--- src/rtl/bp_fe_pkg.sv ---
// Front-end realigner package.
//   bp_params_e              - processor configuration selector; proc params derive from it
//   bp_vaddr_width()         - virtual address (PC) width for a configuration
//   bp_instr_width_gp        - fetch word / instruction width
//   bp_fe_realigner_state_e  - realigner FSM states
//   bp_fe_is_compressed()    - 16-bit parcel classification
package bp_fe_pkg;

    typedef enum logic [1:0] {
        e_bp_inv_cfg,
        e_bp_default_cfg
    } bp_params_e;

    localparam int unsigned bp_instr_width_gp = 32;

    function automatic int unsigned bp_vaddr_width(input bp_params_e cfg);
        case (cfg)
            e_bp_default_cfg: return 39;
            default:          return 39;
        endcase
    endfunction

    typedef enum logic [1:0] {
        e_empty,
        e_word,
        e_partial,
        e_straddle
    } bp_fe_realigner_state_e;

    // Any encoding whose low two bits are 11 is treated as a 32-bit instruction.
    function automatic logic bp_fe_is_compressed(input logic [15:0] parcel);
        return parcel[1:0] != 2'b11;
    endfunction

endpackage

--- src/rtl/bp_fe_realigner.sv ---
// Front-end parcel realigner: splits 32-bit fetch words into 16-bit compressed parcels and
// 32-bit instructions (including ones straddling two fetch words), one per handshake.
// Ports:
//   clk_i          clock
//   reset_i        asynchronous active-high reset
//   flush_i        synchronous discard of all buffered state
//   fetch_v_i      fetch word valid
//   fetch_pc_i     PC of fetch_instr_i; bit1=1 starts at the upper parcel
//   fetch_instr_i  raw fetch word, little-endian parcels
//   fetch_ready_o  word accepted when fetch_v_i & fetch_ready_o
//   v_o            instruction valid
//   instr_o        instruction, or {16'b0, parcel} when compressed
//   pc_o           PC of the instruction's first parcel
//   compressed_o   instr_o holds a 16-bit parcel
//   yumi_i         consumer takes the output (only while v_o=1)
module bp_fe_realigner
    import bp_fe_pkg::*;
#(
    parameter bp_params_e cfg_p = e_bp_default_cfg,
    localparam int unsigned vaddr_width_p = bp_vaddr_width(cfg_p),
    localparam int unsigned instr_width_p = bp_instr_width_gp
) (
    input  logic                     clk_i,
    input  logic                     reset_i,
    input  logic                     flush_i,
    input  logic                     fetch_v_i,
    input  logic [vaddr_width_p-1:0] fetch_pc_i,
    input  logic [instr_width_p-1:0] fetch_instr_i,
    output logic                     fetch_ready_o,
    output logic                     v_o,
    output logic [instr_width_p-1:0] instr_o,
    output logic [vaddr_width_p-1:0] pc_o,
    output logic                     compressed_o,
    input  logic                     yumi_i
);

    localparam logic [vaddr_width_p-1:0] parcel_bytes = vaddr_width_p'(2);

    bp_fe_realigner_state_e state_r, state_n;

    logic [instr_width_p-1:0] word_r, word_n;
    logic [vaddr_width_p-1:0] word_pc_r, word_pc_n;
    logic                     cursor_r, cursor_n;
    logic [15:0]              partial_r, partial_n;
    logic [vaddr_width_p-1:0] partial_pc_r, partial_pc_n;

    logic [15:0]              cur_parcel;
    logic [vaddr_width_p-1:0] cur_pc;
    logic                     cur_compressed;
    logic [vaddr_width_p-1:0] fetch_word_pc;

    always_ff @(posedge clk_i or posedge reset_i) begin
        if (reset_i) begin
            state_r      <= e_empty;
            word_r       <= '0;
            word_pc_r    <= '0;
            cursor_r     <= 1'b0;
            partial_r    <= '0;
            partial_pc_r <= '0;
        end else begin
            state_r      <= state_n;
            word_r       <= word_n;
            word_pc_r    <= word_pc_n;
            cursor_r     <= cursor_n;
            partial_r    <= partial_n;
            partial_pc_r <= partial_pc_n;
        end
    end

    always_comb begin
        // Data and PC of the parcel the cursor points at.
        cur_parcel     = cursor_r ? word_r[31:16] : word_r[15:0];
        cur_pc         = cursor_r ? (word_pc_r + parcel_bytes) : word_pc_r;
        cur_compressed = bp_fe_is_compressed(cur_parcel);
        fetch_word_pc  = {fetch_pc_i[vaddr_width_p-1:2], 1'b0, fetch_pc_i[0]};

        state_n      = state_r;
        word_n       = word_r;
        word_pc_n    = word_pc_r;
        cursor_n     = cursor_r;
        partial_n    = partial_r;
        partial_pc_n = partial_pc_r;

        v_o           = 1'b0;
        instr_o       = '0;
        pc_o          = '0;
        compressed_o  = 1'b0;
        fetch_ready_o = ~reset_i & ((state_r == e_empty) | (state_r == e_partial));

        unique case (state_r)
            e_empty: begin
                if (fetch_v_i) begin
                    state_n   = e_word;
                    word_n    = fetch_instr_i;
                    word_pc_n = fetch_word_pc;
                    cursor_n  = fetch_pc_i[1];
                end
            end

            e_word: begin
                if (cur_compressed) begin
                    v_o          = 1'b1;
                    instr_o      = {16'b0, cur_parcel};
                    pc_o         = cur_pc;
                    compressed_o = 1'b1;
                    if (yumi_i) begin
                        if (cursor_r) begin
                            state_n = e_empty;
                        end else begin
                            cursor_n = 1'b1;
                        end
                    end
                end else if (!cursor_r) begin
                    v_o     = 1'b1;
                    instr_o = word_r;
                    pc_o    = word_pc_r;
                    if (yumi_i) begin
                        state_n = e_empty;
                    end
                end else begin
                    // Upper parcel opens a 32-bit instruction: park it and wait for the
                    // next word; no output this cycle.
                    state_n      = e_partial;
                    partial_n    = cur_parcel;
                    partial_pc_n = cur_pc;
                end
            end

            e_partial: begin
                // The incoming word is taken as the successor; its pc bit1 is ignored.
                if (fetch_v_i) begin
                    state_n   = e_straddle;
                    word_n    = fetch_instr_i;
                    word_pc_n = fetch_word_pc;
                end
            end

            e_straddle: begin
                v_o     = 1'b1;
                instr_o = {word_r[15:0], partial_r};
                pc_o    = partial_pc_r;
                if (yumi_i) begin
                    state_n  = e_word;
                    cursor_n = 1'b1;
                end
            end

            default: state_n = e_empty;
        endcase

        // Flush overrides every event decoded above, including an accept or yumi.
        if (flush_i) begin
            state_n      = e_empty;
            word_n       = word_r;
            word_pc_n    = word_pc_r;
            cursor_n     = cursor_r;
            partial_n    = '0;
            partial_pc_n = '0;
        end
    end

endmodule

--- config.mk ---
export PLATFORM = sky130hd
export DESIGN_NAME = bp_fe_realigner
export DESIGN_NICKNAME = d
export VERILOG_FILES = /design/src/rtl/bp_fe_pkg.sv /design/src/rtl/bp_fe_realigner.sv
export SDC_FILE = /design/constraint.sdc
export NUM_CORES = 1
export LEC_CHECK = 0
export ABC_AREA = 1
export BUFFER_PORTS_ARGS = -buffer_cell sky130_fd_sc_hd__buf_4
export CORE_MARGIN = 2
export CORE_UTILIZATION = 42
export DETAILED_ROUTE_END_ITERATION = 10
export GPL_ROUTABILITY_DRIVEN = 0
export PLACE_DENSITY_LB_ADDON = 0.3
export SLEW_MARGIN = 5
export SYNTH_ARGS = -nofsm -noshare
export SYNTH_HDL_FRONTEND = slang
export SYNTH_SLANG_ARGS = --single-unit
--- constraint.sdc ---
create_clock -name clk_i -period 4.35 [get_ports clk_i]
set_input_delay 0.6525 -clock clk_i [delete_from_list [all_inputs] [get_ports clk_i]]
set_output_delay 0.6525 -clock clk_i [all_outputs]
set_load 0.05 [all_outputs]
# --- After elaboration in Yosys (flattened, before gate mapping) ---
# Index checks and enable logic that the tools add are counted.
word_totals:
  register_bits: 128
  latch_bits: 0
  ramBits: 0
  mem_bits_ro: 0
  in_bits: 76
  elab_cells: 68
  mem_count: 0
classes:
  add_sub_neg: 1
  multipliers: 0
  n_div: 0
  order_cmp: 0
  n_eq_ne: 13
  n_shift: 0
  mux: 35
  n_bitwise: 4
  reduce_logical: 9
ops:
  columns: ["cell", "n"]
  rows:
  - ["$mux 39", 7]
  - ["$mux 16", 5]
  - ["$pmux 39 s2", 1]
  - ["$mux 32", 2]
  - ["$pmux 32 s2", 1]
  - ["$add 39x2->39 const B", 1]
  - ["$mux 2", 9]
  - ["$ne 4x4->1 const B", 3]
  - ["$ne 3x3->1 const B", 3]
  - ["$ne 2x2->1 const B", 4]
  - ["$pmux 2 s4", 1]
  - ["$mux 1", 7]
  - ["$reduce_and 3->1", 2]
  - ["$reduce_and 6->1", 1]
  - ["$eq 2x2->1 const B", 2]
  - ["$reduce_and 4->1", 1]
  - ["$reduce_bool 2->1", 2]
  - ["$pmux 1 s3", 1]
  - ["$reduce_bool 3->1", 1]
  - ["$eq 2x1->1 const B", 1]
  - ["$logic_not 2->1", 1]
  - ["$not 1->1", 2]
  - ["$pmux 1 s2", 1]
  - ["$reduce_or 2->1", 1]
  - ["2 further kinds", 2]

# --- Longest topological paths before layout ---
logic_depth:
  depth_word: 6
  ltp_mapped: 11
  ltp_nobuf: 9

# --- Worst setup path before layout ---
# Ideal clock, no wire load.
synth_timing:
  kind: "register to output"
  startpoint: "register state_r[0]"
  endpoint: "output instr_o[28]"
  arrival_ns: 2.100
  required_ns: 3.697
  path_slack_ns: 1.598
  path_stages_with_launch: 5
  cell_sequence: "dfrtp_1 -> ha_1 -> clkinv_1 -> clkbuf_1 -> o21ai_0"
synth_via:
  elab_chain_cells: 2
  word_cells_on_any_way: 3
  cone_classes: "eq/ne: 2; mux: 1"
synth_rtl:
  columns: ["element", "line_no", "rtl"]
  rows:
  - ["start: declaration", "bp_fe_realigner.sv:39", "bp_fe_realigner_state_e state_r, state_n;"]
  - ["start signal: assignment", "bp_fe_realigner.sv:54", "state_r <= e_empty;"]
  - ["start signal: assignment", "bp_fe_realigner.sv:61", "state_r <= state_n;"]
  - ["$eq 2x2->1 or $eq 2x1->1 (tied branches)", "bp_fe_realigner.sv:90", "unique case (state_r)"]
  - ["$pmux 32 s2 (*)", "bp_fe_realigner.sv:90", null]
  - ["end: declaration", "bp_fe_realigner.sv:31", "output logic [instr_width_p-1:0] instr_o,"]
# Every way passes the cells marked *; elsewhere a longest branch is shown, timed or not.

# --- Worst setup path after layout ---
layout_timing:
  startpoint: "register cursor_r"
  endpoint: "output instr_o[19]"
layout_via:
  elab_chain_cells: 4
  word_cells_on_any_way: 5
  cone_classes: "eq/ne: 1; mux: 4"
layout_rtl:
  columns: ["element", "line_no", "rtl"]
  rows:
  - ["start: declaration", "bp_fe_realigner.sv:43", "logic cursor_r, cursor_n;"]
  - ["start signal: assignment", "bp_fe_realigner.sv:64", "cursor_r <= cursor_n;"]
  - ["$mux 16", "bp_fe_realigner.sv:72", "cur_parcel = cursor_r ? word_r[31:16] : word_r[15:0];"]
  - ["$ne 2x2->1", "bp_fe_pkg.sv:32", "return parcel[1:0] != 2'b11;"]
  - ["$mux 32 (*)", "bp_fe_realigner.sv:101", "if (cur_compressed) begin"]
  - ["$pmux 32 s2 (*)", "bp_fe_realigner.sv:90", null]
# Marks and branches as above.

==> impl_metrics.env <==
export IMPL_status="completed"
export IMPL_crit_required_ps=3700
export IMPL_multiInputGateArea_um2=2400
export IMPL_synth_largest_area_cell="dfrtp_1"
export IMPL_core_rowCount=45
export IMPL_power_frac_clock=0.238
export IMPL_io_pins=150
export IMPL_max_stage_delay_ps=520
export IMPL_cts_root_buf="clkbuf_16"
export IMPL_synth_cell_types=26
export IMPL_cts_made_buffers=17
export IMPL_cts_setup_buffers=0
export IMPL_cp_cell_sequence="buf_4 -> inv_4 -> nand2_1 -> nand2_1 -> nand2_2 -> inv_2 -> nand3_1 -> o21ai_0 -> buf_4"
export IMPL_p_switching_mw=2.86
export IMPL_drc=0
export IMPL_pre_cts_ws_ps=1430
export IMPL_pwr_share_seq=0.287
export IMPL_num_antenna_cells=0
export IMPL_cts_resized_gates=0
export IMPL_place_inst=1023
export IMPL_io_buffers=149
export IMPL_final_common_cell="buf_4"
export IMPL_dr_pass1_iters=5
export IMPL_grt_pass1_vias=5250
export IMPL_setup_ws_ps=1000
export IMPL_p_sw_frac=0.447
export IMPL_antenna_found_initial=0
export IMPL_finClkSkew_ps=7.66
export IMPL_yosysSeqAreaShare=0.502
export IMPL_vias_per_cell=5.08
export IMPL_drv_slew=0
export IMPL_vdd_drop_max_mv=0.330
export IMPL_crit_path_max_fanout=28
export IMPL_fin_crit_ps=3350
export IMPL_yosys_area_top_type_share=0.502
export IMPL_synth_warnings=0
export IMPL_layout_common_cells="buf_4, dfrtp_1, inv_1"
export IMPL_syn_avg_cell_area_um2=8.78
export IMPL_max_clock_freq_ghz=0.299
export IMPL_die_area_um2=16200
export IMPL_setup_violations=0
export IMPL_die_height_um=127
export IMPL_routed_wirelength_um=15900
export IMPL_p_per_area_nw_per_um2=785
export IMPL_r2r_slack_ps=1990
export IMPL_grt_max_degree=71
export IMPL_grt_pass1_wl_um=26200
export IMPL_end_kind="output port"
export IMPL_relSlewSlack=0.467
export IMPL_die_x_um=127
export IMPL_p_int_mw=3.53
export IMPL_worst_slew_pin_slew_ps=798
export IMPL_synth_ff_latch_count=128
export IMPL_synthTopCellsByArea="dfrtp_1, inv_1, o22ai_1"
export IMPL_regArea_um2=3200
export IMPL_areaGrowthSynthToFinish_pct=27.4
export IMPL_cts_htree_levels=4
export IMPL_num_vias=5363
export IMPL_coreArea_um2=15000
export IMPL_grt_ovfl_total=0
export IMPL_cts_tree="built"
export IMPL_p_comb_frac=0.474
export IMPL_dp_hpwl_um=10500
export IMPL_path_class="reg -> out"
export IMPL_rsz0062_at_grt="no"
export IMPL_maxCapViolCount=0
export IMPL_min_path_type="in -> async"
export IMPL_worstPathArrival_ps=2700
export IMPL_syn_inst=727
export IMPL_hold_viol_final=0
export IMPL_wl_per_cell_um=15.1
export IMPL_grtUsageTotal=0.203
export IMPL_clk_pin_slew_worst_paths_ps=50
export IMPL_clk_latency_ps=410
export IMPL_cp_start_kind="register"
export IMPL_start_util=0.425
export IMPL_p_leak_nw=4.01
export IMPL_cts_sinks=128
export IMPL_min_period_over_period=0.770
export IMPL_postCtsHoldBufs=0
export IMPL_critPathSlowestCell="dfrtp_1"
export IMPL_fillers=1397
export IMPL_layout_drive_gt1_share=0.284
export IMPL_synth_area_um2=6390
export IMPL_ant_nets=0
export IMPL_clk_path_buf_depth=2
export IMPL_finalNetCount=935
export IMPL_stdcell_count=1055
export IMPL_tns_ps=0
export IMPL_synth_net_count=808
export IMPL_drt_iter0_drc=353
-- flip-flops by register name, summed over array words and instances (netlist names) --
| register | count |
|---|---|
| word_r | 32 |
| cursor_r | 1 |
| state_r | 2 |
| partial_pc_r | 39 |
| word_pc_r | 38 |
| partial_r | 16 |
-- per-layer routing --
metal  global-route usage  share of wire  vias up
li1                     -              -     2662
met1                0.276           0.46     2514
met2                0.311           0.46      176
met3               0.0670          0.074       11
met4               0.0588         0.0077        0
met5                    0              0        -
-- cell type report --
type	instances	share of cell area
Clock buffer	22	0.0546
Multi-Input combinational cell	429	0.295
Sequential cell	128	0.394
Clock inverter	10	0.0228
Tap cell	188	0.0289
Inverter	119	0.0555
Timing Repair Buffer	159	0.150
-- power groups by stage --
stage	sequential [mW]	clock (mW)	combinational, mW
final	1.84	1.52	3.03
after CTS	1.83	1.55	3.04
after global placement	1.84	0	3.01
after floorplan	1.78	0	2.32
after global routing	1.89	1.60	3.30
after detailed placement	1.85	0	3.04
-- logic make-up after synthesis --
| kind of cell | synth area share |
|---|---|
| flip-flops | 0.502 |
| AO/OA/AOI/OAI | 0.221 |
| buffers and inverters | 0.124 |
| adder cells (fa/ha/maj) | 0.00980 |
| AND/OR/NAND/NOR | 0.144 |
-- cell usage after synthesis (all sizes together) --
| library cell | number |
|---|---|
| dfrtp | 128 |
| clkinv | 1 |
| nand3 | 55 |
| buf | 34 |
| a21oi | 72 |
| nor2 | 61 |
| ha | 5 |
| nand2 | 95 |
| o22ai | 91 |
| or2 | 1 |
| o21ai | 48 |
| clkbuf | 17 |
| inv | 118 |
| nand4 | 1 |
-- through the flow --
| stage | hold WS [ps] | power, mW | cell area [um^2] | utilization |
|---|---|---|---|---|
| 2_1_floorplan | 463 | 4.11 | 6390 | - |
| 3_3_place_gp | 493 | 4.85 | 7510 | 0.499 |
| 3_5_place_dp | 495 | 4.89 | 7510 | 0.499 |
| 4_1_cts | 409 | 6.43 | 8140 | 0.541 |
| 5_1_grt | 434 | 6.79 | 8140 | 0.541 |
| 6_report | 380 | 6.39 | 8140 | 0.541 |
-- worst max-delay path, delay by kind of cell (launching register included) --
family | cells | cell delay, ps
buffers and inverters | 4 | 950
AOI/OAI and AO/OA | 1 | 110
DFF | 1 | 520
and+or+nand+nor | 4 | 680
-- final timing paths --
kind	to	depth (start not counted)	from
min	word_r[16]$_DFFE_PP0P_	2	reset_i
max reg2reg	word_r[13]$_DFFE_PP0P_	8	state_r[0]$_DFFE_PP0P_
min reg2reg	word_r[21]$_DFFE_PP0P_	2	word_r[21]$_DFFE_PP0P_
max in group asynchronous	word_pc_r[16]$_DFFE_PP0P_	3	reset_i
min in group clk_i	word_r[22]$_DFFE_PP0P_	3	fetch_instr_i[22]
max	instr_o[19]	9	cursor_r$_DFFE_PP0P_
(Power assumes the default switching activity.)
